===== src/rtl/id_issue_pkg.sv =====
// Shared decode constants for the ID stage: opcodes, funcs, ALU encodings and control bundle.
package id_issue_pkg;

  localparam logic [5:0] OP_SPECIAL = 6'b000000;
  localparam logic [5:0] OP_ANDI    = 6'b001100;
  localparam logic [5:0] OP_ORI     = 6'b001101;
  localparam logic [5:0] OP_XORI    = 6'b001110;
  localparam logic [5:0] OP_LUI     = 6'b001111;
  localparam logic [5:0] OP_LW      = 6'b100011;

  localparam logic [5:0] FN_SLL  = 6'b000000;
  localparam logic [5:0] FN_SRL  = 6'b000010;
  localparam logic [5:0] FN_SRA  = 6'b000011;
  localparam logic [5:0] FN_SLLV = 6'b000100;
  localparam logic [5:0] FN_SRLV = 6'b000110;
  localparam logic [5:0] FN_SRAV = 6'b000111;
  localparam logic [5:0] FN_AND  = 6'b100100;
  localparam logic [5:0] FN_OR   = 6'b100101;
  localparam logic [5:0] FN_XOR  = 6'b100110;
  localparam logic [5:0] FN_NOR  = 6'b100111;

  localparam logic [7:0] ALU_NOP = 8'b0000_0000;
  localparam logic [7:0] ALU_AND = 8'b0010_0100;
  localparam logic [7:0] ALU_OR  = 8'b0010_0101;
  localparam logic [7:0] ALU_XOR = 8'b0010_0110;
  localparam logic [7:0] ALU_NOR = 8'b0010_0111;
  localparam logic [7:0] ALU_SLL = 8'b0111_1100;
  localparam logic [7:0] ALU_SRL = 8'b0000_0010;
  localparam logic [7:0] ALU_SRA = 8'b0000_0011;
  localparam logic [7:0] ALU_LW  = 8'b1110_0011;

  localparam logic [2:0] SEL_NOP   = 3'b000;
  localparam logic [2:0] SEL_LOGIC = 3'b001;
  localparam logic [2:0] SEL_SHIFT = 3'b010;
  localparam logic [2:0] SEL_LOAD  = 3'b111;

  localparam logic [4:0]  NOP_REG_ADDR = 5'd0;
  localparam logic [31:0] ZERO_WORD    = 32'h0000_0000;

  // Operand shape of the decoded instruction; FMT_NONE doubles as "undefined".
  typedef enum logic [2:0] {
    FMT_NONE,
    FMT_R,
    FMT_SHIMM,
    FMT_I,
    FMT_LUI
  } fmt_e;

  typedef struct packed {
    logic [7:0] aluop;
    logic [2:0] alusel;
    logic       wreg;
    logic [4:0] wd;
    logic       re1;
    logic       re2;
    logic       invalid;
  } ctrl_t;

endpackage


===== src/rtl/id_issue_if.sv =====
// ID/EX pipeline register bundle; master drives it, the EX stage consumes it.
interface id_issue_if #(parameter int DATA_W = 32);
  logic              out_valid_o;
  logic              wreg_o;
  logic [4:0]        wd_o;
  logic [7:0]        aluop_o;
  logic [2:0]        alusel_o;
  logic [DATA_W-1:0] reg1_o;
  logic [DATA_W-1:0] reg2_o;
  logic [DATA_W-1:0] pc_o;
  logic              invalid_o;

  modport master (output out_valid_o, wreg_o, wd_o, aluop_o, alusel_o, reg1_o, reg2_o, pc_o, invalid_o);
  modport slave  (input  out_valid_o, wreg_o, wd_o, aluop_o, alusel_o, reg1_o, reg2_o, pc_o, invalid_o);
endinterface


===== src/rtl/id_issue_decoder.sv =====
// Purely combinational instruction decode: control bundle, source addresses, immediate.
module id_decoder
  import id_issue_pkg::*;
#(
  parameter int DATA_W = 32
) (
  input  logic [31:0]       inst_i,
  output ctrl_t             ctrl_o,
  output logic [4:0]        rs_o,
  output logic [4:0]        rt_o,
  output logic [DATA_W-1:0] imm_o
);

  logic [5:0]  op, fn;
  logic [4:0]  rs, rt, rd, sh;
  logic [15:0] imm16;
  fmt_e        fmt;
  logic        sext;
  logic [7:0]  aluop;
  logic [2:0]  alusel;

  assign op    = inst_i[31:26];
  assign rs    = inst_i[25:21];
  assign rt    = inst_i[20:16];
  assign rd    = inst_i[15:11];
  assign sh    = inst_i[10:6];
  assign fn    = inst_i[5:0];
  assign imm16 = inst_i[15:0];
  assign rs_o  = rs;
  assign rt_o  = rt;

  always_comb begin
    fmt    = FMT_NONE;
    sext   = 1'b0;
    aluop  = ALU_NOP;
    alusel = SEL_NOP;
    case (op)
      OP_SPECIAL: begin
        case (fn)
          FN_OR:   begin fmt = FMT_R; aluop = ALU_OR;  alusel = SEL_LOGIC; end
          FN_AND:  begin fmt = FMT_R; aluop = ALU_AND; alusel = SEL_LOGIC; end
          FN_XOR:  begin fmt = FMT_R; aluop = ALU_XOR; alusel = SEL_LOGIC; end
          FN_NOR:  begin fmt = FMT_R; aluop = ALU_NOR; alusel = SEL_LOGIC; end
          FN_SLLV: begin fmt = FMT_R; aluop = ALU_SLL; alusel = SEL_SHIFT; end
          FN_SRLV: begin fmt = FMT_R; aluop = ALU_SRL; alusel = SEL_SHIFT; end
          FN_SRAV: begin fmt = FMT_R; aluop = ALU_SRA; alusel = SEL_SHIFT; end
          // Shift-by-shamt forms are only defined with rs == 0.
          FN_SLL: if (rs == NOP_REG_ADDR) begin fmt = FMT_SHIMM; aluop = ALU_SLL; alusel = SEL_SHIFT; end
          FN_SRL: if (rs == NOP_REG_ADDR) begin fmt = FMT_SHIMM; aluop = ALU_SRL; alusel = SEL_SHIFT; end
          FN_SRA: if (rs == NOP_REG_ADDR) begin fmt = FMT_SHIMM; aluop = ALU_SRA; alusel = SEL_SHIFT; end
          default: ;
        endcase
      end
      OP_ORI:  begin fmt = FMT_I;   aluop = ALU_OR;  alusel = SEL_LOGIC; end
      OP_ANDI: begin fmt = FMT_I;   aluop = ALU_AND; alusel = SEL_LOGIC; end
      OP_XORI: begin fmt = FMT_I;   aluop = ALU_XOR; alusel = SEL_LOGIC; end
      OP_LUI:  begin fmt = FMT_LUI; aluop = ALU_OR;  alusel = SEL_LOGIC; end
      OP_LW:   begin fmt = FMT_I;   aluop = ALU_LW;  alusel = SEL_LOAD; sext = 1'b1; end
      default: ;
    endcase
  end

  always_comb begin
    ctrl_o.aluop   = aluop;
    ctrl_o.alusel  = alusel;
    ctrl_o.wreg    = (fmt != FMT_NONE);
    ctrl_o.invalid = (fmt == FMT_NONE);
    ctrl_o.re1     = (fmt == FMT_R) || (fmt == FMT_I);
    ctrl_o.re2     = (fmt == FMT_R) || (fmt == FMT_SHIMM);
    ctrl_o.wd      = NOP_REG_ADDR;
    if ((fmt == FMT_R) || (fmt == FMT_SHIMM)) begin
      ctrl_o.wd = rd;
    end else if ((fmt == FMT_I) || (fmt == FMT_LUI)) begin
      ctrl_o.wd = rt;
    end
    case (fmt)
      FMT_SHIMM: imm_o = DATA_W'(sh);
      FMT_I:     imm_o = sext ? DATA_W'($signed(imm16)) : DATA_W'(imm16);
      FMT_LUI:   imm_o = DATA_W'({imm16, 16'h0000});
      default:   imm_o = '0;
    endcase
  end

endmodule


===== src/rtl/id_issue.sv =====
// ID stage: decode, operand forwarding, load-use hazard detection and the ID/EX register.
module id_issue
  import id_issue_pkg::*;
#(
  parameter int DATA_W   = 32,
  parameter int FWD_SRCS = 2,
  parameter int LOAD_EN  = 1
) (
  input  logic                       clk,
  input  logic                       rst,
  input  logic                       in_valid_i,
  input  logic [DATA_W-1:0]          pc_i,
  input  logic [31:0]                inst_i,
  input  logic [DATA_W-1:0]          reg1_data_i,
  input  logic [DATA_W-1:0]          reg2_data_i,
  input  logic [FWD_SRCS-1:0]        fwd_we_i,
  input  logic [5*FWD_SRCS-1:0]      fwd_addr_i,
  input  logic [DATA_W*FWD_SRCS-1:0] fwd_data_i,
  input  logic                       ex_is_load_i,
  input  logic                       stall_i,
  input  logic                       flush_i,
  output logic [4:0]                 reg1_addr_o,
  output logic [4:0]                 reg2_addr_o,
  output logic                       reg1_read_o,
  output logic                       reg2_read_o,
  output logic                       stall_req_o,
  id_issue_if.master                 ex_o
);

  typedef struct packed {
    logic              vld;
    logic              wreg;
    logic [4:0]        wd;
    logic [7:0]        aluop;
    logic [2:0]        alusel;
    logic [DATA_W-1:0] reg1;
    logic [DATA_W-1:0] reg2;
    logic [DATA_W-1:0] pc;
    logic              invalid;
  } idex_t;

  localparam idex_t BUBBLE = '{vld: 1'b0, wreg: 1'b0, wd: NOP_REG_ADDR, aluop: ALU_NOP,
                               alusel: SEL_NOP, reg1: DATA_W'(ZERO_WORD),
                               reg2: DATA_W'(ZERO_WORD), pc: DATA_W'(ZERO_WORD),
                               invalid: 1'b0};

  ctrl_t             dec;
  logic [4:0]        rs, rt;
  logic [DATA_W-1:0] imm, op1, op2;
  logic [4:0]        ex_addr;
  logic              hazard;
  idex_t             idex_d, idex_q;

  id_decoder #(.DATA_W(DATA_W)) u_dec (
    .inst_i (inst_i),
    .ctrl_o (dec),
    .rs_o   (rs),
    .rt_o   (rt),
    .imm_o  (imm)
  );

  // Scanning from the oldest source down lets the youngest match win.
  function automatic logic [DATA_W-1:0] fwd_pick(
    input logic                       re,
    input logic [4:0]                 addr,
    input logic [DATA_W-1:0]          rf,
    input logic [DATA_W-1:0]          imm_v,
    input logic [FWD_SRCS-1:0]        we,
    input logic [5*FWD_SRCS-1:0]      faddr,
    input logic [DATA_W*FWD_SRCS-1:0] fdata
  );
    logic [DATA_W-1:0] v;
    v = rf;
    if (!re) begin
      v = imm_v;
    end else if (addr != NOP_REG_ADDR) begin
      for (int i = FWD_SRCS - 1; i >= 0; i--) begin
        if (we[i] && (faddr[i*5 +: 5] == addr)) v = fdata[i*DATA_W +: DATA_W];
      end
    end
    return v;
  endfunction

  assign op1 = fwd_pick(dec.re1, rs, reg1_data_i, imm, fwd_we_i, fwd_addr_i, fwd_data_i);
  assign op2 = fwd_pick(dec.re2, rt, reg2_data_i, imm, fwd_we_i, fwd_addr_i, fwd_data_i);

  assign reg1_addr_o = rs;
  assign reg2_addr_o = rt;
  assign reg1_read_o = dec.re1;
  assign reg2_read_o = dec.re2;

  assign ex_addr = fwd_addr_i[4:0];
  assign hazard  = (LOAD_EN != 0) && in_valid_i && ex_is_load_i && fwd_we_i[0] &&
                   (ex_addr != NOP_REG_ADDR) &&
                   ((dec.re1 && (ex_addr == rs)) || (dec.re2 && (ex_addr == rt)));
  assign stall_req_o = hazard && !flush_i;

  always_comb begin
    idex_d = BUBBLE;
    if (flush_i) begin
      idex_d = BUBBLE;
    end else if (stall_i) begin
      idex_d = idex_q;
    end else if (hazard) begin
      idex_d = BUBBLE;
    end else if (in_valid_i) begin
      idex_d.vld     = 1'b1;
      idex_d.wreg    = dec.wreg;
      idex_d.wd      = dec.wd;
      idex_d.aluop   = dec.aluop;
      idex_d.alusel  = dec.alusel;
      idex_d.reg1    = op1;
      idex_d.reg2    = op2;
      idex_d.pc      = pc_i;
      idex_d.invalid = dec.invalid;
    end
  end

  always_ff @(posedge clk) begin
    if (rst) idex_q <= BUBBLE;
    else     idex_q <= idex_d;
  end

  assign ex_o.out_valid_o = idex_q.vld;
  assign ex_o.wreg_o      = idex_q.wreg;
  assign ex_o.wd_o        = idex_q.wd;
  assign ex_o.aluop_o     = idex_q.aluop;
  assign ex_o.alusel_o    = idex_q.alusel;
  assign ex_o.reg1_o      = idex_q.reg1;
  assign ex_o.reg2_o      = idex_q.reg2;
  assign ex_o.pc_o        = idex_q.pc;
  assign ex_o.invalid_o   = idex_q.invalid;

endmodule


===== src/flat_wrapper.sv =====
// flat-port wrapper written by rule: the top's interface ports become plain ports
module id_issue_flat import id_issue_pkg::*;
#(
  parameter int DATA_W   = 32,
  parameter int FWD_SRCS = 2,
  parameter int LOAD_EN  = 1
)
  (clk, rst, in_valid_i, pc_i, inst_i, reg1_data_i, reg2_data_i, fwd_we_i, fwd_addr_i, fwd_data_i, ex_is_load_i, stall_i, flush_i, reg1_addr_o, reg2_addr_o, reg1_read_o, reg2_read_o, stall_req_o, ex_o_out_valid_o, ex_o_wreg_o, ex_o_wd_o, ex_o_aluop_o, ex_o_alusel_o, ex_o_reg1_o, ex_o_reg2_o, ex_o_pc_o, ex_o_invalid_o);
  id_issue_if #(.DATA_W(DATA_W)) ex_o_i ();
  input  logic clk;
  input  logic rst;
  input  logic in_valid_i;
  input  logic [DATA_W-1:0] pc_i;
  input  logic [31:0] inst_i;
  input  logic [DATA_W-1:0] reg1_data_i;
  input  logic [DATA_W-1:0] reg2_data_i;
  input  logic [FWD_SRCS-1:0] fwd_we_i;
  input  logic [5*FWD_SRCS-1:0] fwd_addr_i;
  input  logic [DATA_W*FWD_SRCS-1:0] fwd_data_i;
  input  logic ex_is_load_i;
  input  logic stall_i;
  input  logic flush_i;
  output logic [4:0] reg1_addr_o;
  output logic [4:0] reg2_addr_o;
  output logic reg1_read_o;
  output logic reg2_read_o;
  output logic stall_req_o;
  output wire logic [$bits(ex_o_i.out_valid_o)-1:0] ex_o_out_valid_o;
  output wire logic [$bits(ex_o_i.wreg_o)-1:0] ex_o_wreg_o;
  output wire logic [$bits(ex_o_i.wd_o)-1:0] ex_o_wd_o;
  output wire logic [$bits(ex_o_i.aluop_o)-1:0] ex_o_aluop_o;
  output wire logic [$bits(ex_o_i.alusel_o)-1:0] ex_o_alusel_o;
  output wire logic [$bits(ex_o_i.reg1_o)-1:0] ex_o_reg1_o;
  output wire logic [$bits(ex_o_i.reg2_o)-1:0] ex_o_reg2_o;
  output wire logic [$bits(ex_o_i.pc_o)-1:0] ex_o_pc_o;
  output wire logic [$bits(ex_o_i.invalid_o)-1:0] ex_o_invalid_o;
  assign ex_o_out_valid_o = ex_o_i.out_valid_o;
  assign ex_o_wreg_o = ex_o_i.wreg_o;
  assign ex_o_wd_o = ex_o_i.wd_o;
  assign ex_o_aluop_o = ex_o_i.aluop_o;
  assign ex_o_alusel_o = ex_o_i.alusel_o;
  assign ex_o_reg1_o = ex_o_i.reg1_o;
  assign ex_o_reg2_o = ex_o_i.reg2_o;
  assign ex_o_pc_o = ex_o_i.pc_o;
  assign ex_o_invalid_o = ex_o_i.invalid_o;
  id_issue #(.DATA_W(DATA_W), .FWD_SRCS(FWD_SRCS), .LOAD_EN(LOAD_EN)) u_core (.clk(clk), .rst(rst), .in_valid_i(in_valid_i), .pc_i(pc_i), .inst_i(inst_i), .reg1_data_i(reg1_data_i), .reg2_data_i(reg2_data_i), .fwd_we_i(fwd_we_i), .fwd_addr_i(fwd_addr_i), .fwd_data_i(fwd_data_i), .ex_is_load_i(ex_is_load_i), .stall_i(stall_i), .flush_i(flush_i), .reg1_addr_o(reg1_addr_o), .reg2_addr_o(reg2_addr_o), .reg1_read_o(reg1_read_o), .reg2_read_o(reg2_read_o), .stall_req_o(stall_req_o), .ex_o(ex_o_i));
endmodule

===== config.mk =====
export PLATFORM = sky130hd
export DESIGN_NAME = id_issue_flat
export DESIGN_NICKNAME = d
export VERILOG_FILES = /design/src/rtl/id_issue_pkg.sv /design/src/rtl/id_issue_if.sv /design/src/rtl/id_issue_decoder.sv /design/src/rtl/id_issue.sv /design/src/flat_wrapper.sv
export SDC_FILE = /design/constraint.sdc
export NUM_CORES = 1
export LEC_CHECK = 0
export ABC_AREA = 1
export CAP_MARGIN = 10
export CORE_MARGIN = 5
export CORE_UTILIZATION = 44
export CTS_CLUSTER_DIAMETER = 50
export DETAILED_ROUTE_END_ITERATION = 12
export HOLD_SLACK_MARGIN = 0.15
export PLACE_DENSITY_LB_ADDON = 0.15
export SYNTH_ARGS = -nofsm -noshare
export SYNTH_HDL_FRONTEND = slang
export SYNTH_SLANG_ARGS = --single-unit

===== constraint.sdc =====
create_clock -name clk -period 2 [get_ports clk]
set_input_delay 0.4 -clock clk [delete_from_list [all_inputs] [get_ports clk]]
set_output_delay 0.4 -clock clk [all_outputs]
set_load 0.005 [all_outputs]

**After elaboration in Yosys (flattened, before gate mapping)**

Index checks and enable logic that the tools add are counted.

- Register bits: 115
- Bits of input ports: 210
- Output and inout bits: 128
- Logic and storage cells: 88

- Eq/ne operators: 22
- Muxes and demuxes: 25
- Reduce and logical (&&, ||, !) cells: 32

Operators by type and width:

| cell | number |
|---|---|
| 32-bit two-way mux | 9 |
| 115-bit two-way mux | 2 |
| 32-bit one-hot mux with 3 select lines | 1 |
| 7-bit one-hot mux with 10 select lines | 1 |
| 8-bit one-hot mux with 5 select lines | 1 |
| 6-bit equality test (second input constant) | 5 |
| 6-bit by 4-bit equality test with 1-bit output (second input constant) | 4 |
| 5-bit equality test | 4 |
| 6-bit by 3-bit equality test with 1-bit output (second input constant) | 3 |
| 3-bit one-hot mux with 3 select lines | 2 |
| 5-bit nonzero test | 3 |
| 6-bit by 2-bit equality test with 1-bit output (second input constant) | 2 |
| 6-bit logical NOT | 2 |
| 4-bit OR reduction | 3 |
| 1-bit logical AND | 11 |
| 5-bit two-way mux | 2 |
| 7-bit two-way mux | 1 |
| 7-bit OR reduction | 1 |
| 3-bit by 2-bit equality test with 1-bit output (second input constant) | 2 |
| 2-bit two-way mux | 3 |
| 2-bit one-hot mux with 3 select lines | 1 |
| 3-bit OR reduction | 2 |
| 5-bit logical NOT | 1 |
| 1-bit logical OR | 4 |
| other kinds (8) | 9 |

**Logic depth before layout (Yosys ltp)**

- Word-level depth: 10
- Gate-level depth with buffers: 14

**By module**

From an unflattened synthesis, not the netlist that was laid out.

- Cells, all modules: 1512
- Area, all modules: 8570.7 um^2

Modules (own cells, without submodules):

| module | times used | cells each | area an instance (um^2) |
|---|---|---|---|
| id_issue | 1 | 1362 | 7739.9 |
| id_decoder | 1 | 150 | 830.8 |

**Least setup slack after synthesis**

Ideal clock, no wire load.

- Kind: input port to output port
- From: input port inst_i[30]
- To: output port stall_req_o
- Arrival: 1.475 ns
- Data required time: 1.600 ns
- Slack: 0.125 ns
- Stages: 9
- Buffers on the path: 0
- Path through: nor2_1 > inv_1 > nor2_2 > nand2_1 > nand3_4 > nand2_1 > nand2_1 > nand2_1 > nor2_1

- Word-level cells in the longest chain between the ends: 9
- Elaborated cells on any way between the ends: 18
- Those cells by class: eq/ne (8); mux (1); reduce/logical (9)

Ends and longest elaborated chain:

| element | RTL line | text |
|---|---|---|
| from (decl) | flat_wrapper.sv:14 | `input logic [31:0] inst_i;` |
| 6-bit equality test / 6-bit by 4-bit equality test with 1-bit output (equally long branches) | id_issue_decoder.sv:37 | `case (op)` |
| 4-bit OR reduction (no line) | -- |  |
| 3-bit one-hot mux with 3 select lines * | id_issue_decoder.sv:37 |  |
| 3-bit by 1-bit equality test with 1-bit output (tied with other cells) | id_issue_decoder.sv:68, id_issue_decoder.sv:69 |  |
| 1-bit logical OR (on tied branches) | id_issue_decoder.sv:68, id_issue_decoder.sv:69 |  |
| 1-bit logical AND | id_issue.sv:95 | `((dec.re1 && (ex_addr == rs)) \|\| (dec.re2 && (ex_addr == rt)));` |
| 1-bit logical OR * | id_issue.sv:95 |  |
| 1-bit logical AND * | id_issue.sv:94 | `(ex_addr != NOP_REG_ADDR) &&` |
| 1-bit logical AND * | id_issue.sv:96 | `assign stall_req_o = hazard && !flush_i;` |
| to (decl) | flat_wrapper.sv:27 | `output logic stall_req_o;` |

Every way passes the cells marked *; elsewhere a longest branch is shown, timed or not.

**Worst setup path after layout**

- From: input port inst_i[28]
- To: output port stall_req_o

Same word-level chain as after synthesis.

==> results.md <==
* Final hold violation count at 0
* Worst Skew at 0 ns
* Worst Path Arrival at 1.61 ns
* First-pass GRT wire length at 56.9 mm
* Clk sinks at 114
* Synth warn at 0
* Crit path required time at 1.60 ns
* Crit end category: output port
* Kind of critical path: in -> out
* Synth Area in Compound Gates at 13.9%
* Period utilisation layout at 100%
* Slew Limit Headroom at 66.8%
* Outcome: finished, violations left
* Die Ht at 145 um
* Die ar. at 21100 um2
* Fin crit period at 2.01 ns
* Antenna Violating Nets Remaining at 0
* DR vias/cell at 5.49
* CTS max path bufs at 2
* CTS root buf: clkbuf_16
* Drt first pass iters at 7
* Nets at 2006
* Total CTS buffers at 17
* Setup crit start kind: input pin
* Standard-cell rows at 49
* Syn_nets at 1623
* Design area at 13300 um2
* Distinct cells, synth at 27
* Vias in the first global route at 10.8k
* Initial antenna violation count at 3
* Mean Syn Cell Area at 5.71 um2
* Synthesized flop and latch total at 114
* Failing checks: setup timing
* Worst-path clk slew at 0.05 ns
* Remaining DRCs at 0
* Post-DP Area at 12200 um2
* Leak Pwr at 6.03 nW
* Gr ovfl total at 0
* Initial Util at 44.7%
* Final setup TNS at -0.0136 ns
* CTS tree: built
* Simple logic cell fraction of the synthesized area at 42.3%
* Drt total wl at 37.1 mm
* Post-synthesis mux area share at 0%
* RePlAce Congestion at 1.01
* Number of fill cells at 1513
* Die width at 145 um
* Total of max-cap violations at 0
* Max VDD drop at 0.000732 V
* Via Count at 11.2k
* Main combinational cell family by area after synthesis: simple AND/OR/NAND/NOR gates
* Core Area at 18000 um2
* Share of cells above drive strength 1 at 14.8%
* Slew of the pin with the lowest slew margin at 0.499 ns
* Fmax at 0.498 GHz
* Worst hold path class: reg -> reg
* Fin worst setup slack at -0.00936 ns
* Synth Area in XOR/XNOR at 0.760%
* Total GRT Usage at 32.8%
* Synthesized instance count at 1413
* Seq/Total Area, Yosys at 28.3%
* H-tree Lvls at 4
* Netlist Area Pre-Place at 8070 um2
* Max Slew Vio Count at 0
* Drt wl/cell at 18.2 um
* IO Pins at 338
* Unrepaired setup endpoints after global routing: yes
* Pin count of the biggest net entering global routing at 116
* 1st-iter DRT viols at 1023
* Insertion delay to the later sink of the worst-skew pair at 0.41 ns
* Post-DP HPWL at 26.6 mm
* Post-Synth Adder-Cell Area at 0%
* Pwr per Cell Area at 506 nW/um2
* Area growth syn-to-layout at 64.7%
* Setup violators final at 2
* CP max FO at 2
* Port buffer count at 337
state kept, by name, indices dropped and copies added (netlist names):
name / cells
u_core.ex_o.wreg_o: 1
u_core.ex_o.reg2_o: 32
u_core.ex_o.alusel_o: 3
u_core.ex_o.pc_o: 32
u_core.ex_o.aluop_o: 7
u_core.ex_o.out_valid_o: 1
u_core.ex_o.wd_o: 5
u_core.ex_o.invalid_o: 1
u_core.ex_o.reg1_o: 32
Yosys cell counts:
library cell    n  area share, %
nand2_1       455             21
nand3_1       218             14
inv_1         172            8.0
a21oi_1       147            9.1
dfxtp_1       114             28
clkbuf_1       79            3.7
o21ai_0        58            3.6
nand4_1        45            3.5
nor2_1         45            2.1
buf_2          14           0.87
buf_4          13            1.2
o22ai_1         8           0.62
or2_2           6           0.47
buf_6           5           0.70
inv_2           5           0.23
nor3_1          5           0.31
xnor2_1         5           0.54
nand3b_1        4           0.37
a31oi_1         3           0.23
nand3_2         3           0.37
nor2_2          2           0.16
xor2_1          2           0.22
a21boi_4        1           0.23
a32o_1          1           0.12
clkbuf_2        1          0.062
nand2_2         1          0.078
nand3_4         1           0.22
worst max-delay path: stages:
cell and delay [ns]:
buf_2 0.12, nor2_4 0.12, buf_6 0.12, buf_4 0.11, nand3_4 0.08, nand2_4 0.10, inv_2 0.05, nand3_4 0.08
nand2_2 0.06, nand2_2 0.10, nand2_2 0.07, nor2_2 0.08, buf_2 0.12
metal layers:
| metal | wire (um) | up-vias | track usage (%) | part of all wire (%) |
|---|---|---|---|---|
| li1 | - | 5313 | - | - |
| met1 | 13600 | 5039 | 38.4 | 37 |
| met2 | 17600 | 677 | 55.4 | 47 |
| met3 | 3540 | 162 | 7.57 | 9.5 |
| met4 | 2400 | 0 | 18.2 | 6.5 |
| met5 | 0 | - | 0 | 0 |
where the power goes:
group	switching (mW)	internal [mW]	total (mW)
Combinational	0.749	0.746	1.50
Clock	1.05	1.87	2.93
Sequential	0.0100	2.29	2.30
Total	1.81	4.91	6.73
cell type report:
| class | instances | area, um2 | area share [%] |
|---|---|---|---|
| multi-input combinational | 1010 | 4840 | 36.5 |
| timing repair buffer | 476 | 4630 | 34.9 |
| sequential | 114 | 2280 | 17.2 |
| inverter | 177 | 664 | 5.00 |
| clock buffer | 20 | 457 | 3.44 |
| tap | 229 | 287 | 2.16 |
| clock inverter | 10 | 111 | 0.838 |
| antenna | 3 | 7.51 | 0.0565 |
cell usage in the layout (no fill, tap or decap), drive strengths merged, types with 2 or more instances in the layout:
cell type,synthesis,layout
dfxtp,114,114
dlygate4sd2,0,3
a31oi,3,3
bufinv,0,2
o22ai,8,8
nand2,456,456
xnor2,5,5
clkdlybuf4s15,0,7
clkinvlp,0,3
nand4,45,45
nor3,5,5
o21ai,58,58
nor2,47,47
a21oi,147,147
diode,0,3
or2,6,6
nand3,222,222
clkbuf,80,23
dlymetal6s2s,0,3
nand3b,4,4
inv,177,177
clkdlybuf4s50,0,302
xor2,2,2
clkinv,0,5
buf,32,157
path summary, 6_finish.rpt:
path | cells after the start | start | endpoint | slack, ns
worst max register to register | 2 | u_core.ex_o.reg2_o[5] | u_core.ex_o.reg2_o[5] | 1.29
worst min-delay path | 2 | u_core.ex_o.reg1_o[18] | u_core.ex_o.reg1_o[18] | 0.45
worst min register to register | 2 | u_core.ex_o.reg1_o[18] | u_core.ex_o.reg1_o[18] | 0.45
worst max-delay path | 13 | inst_i[28] | stall_req_o | -0.009
through the flow:
step	std cells	hold WS, ns	power, mW	setup slack (ns)	util [%]
floorplan	1413	0.453	2.92	0.125	-
global placement	1979	0.450	3.74	-0.861	67.9
detailed placement	1979	0.447	3.75	-0.895	67.9
CTS	2030	0.454	6.69	0.000713	72.7
global route	2039	0.474	6.97	-0.0914	73.7
finish	2039	0.452	6.73	-0.00936	73.7
kinds of logic (layout without fill, tap and decap cells):
kind of cell,count (synthesis),in the layout
AND/OR/NAND/NOR,785,785
AO/OA/AOI/OAI,218,218
XOR/XNOR,7,7
other,0,3
buffers and inverters,289,683
flip-flops,114,114
repair_timing:
action,4_1_cts,5_1_grt
setup buffers,20,5
pin swaps,28,24
resized for setup,138,58
endpoints found under the setup margin,117,69
hold buffers,0,0
cloned,1,2
No activity file was read; power rests on OpenSTA's default activity.
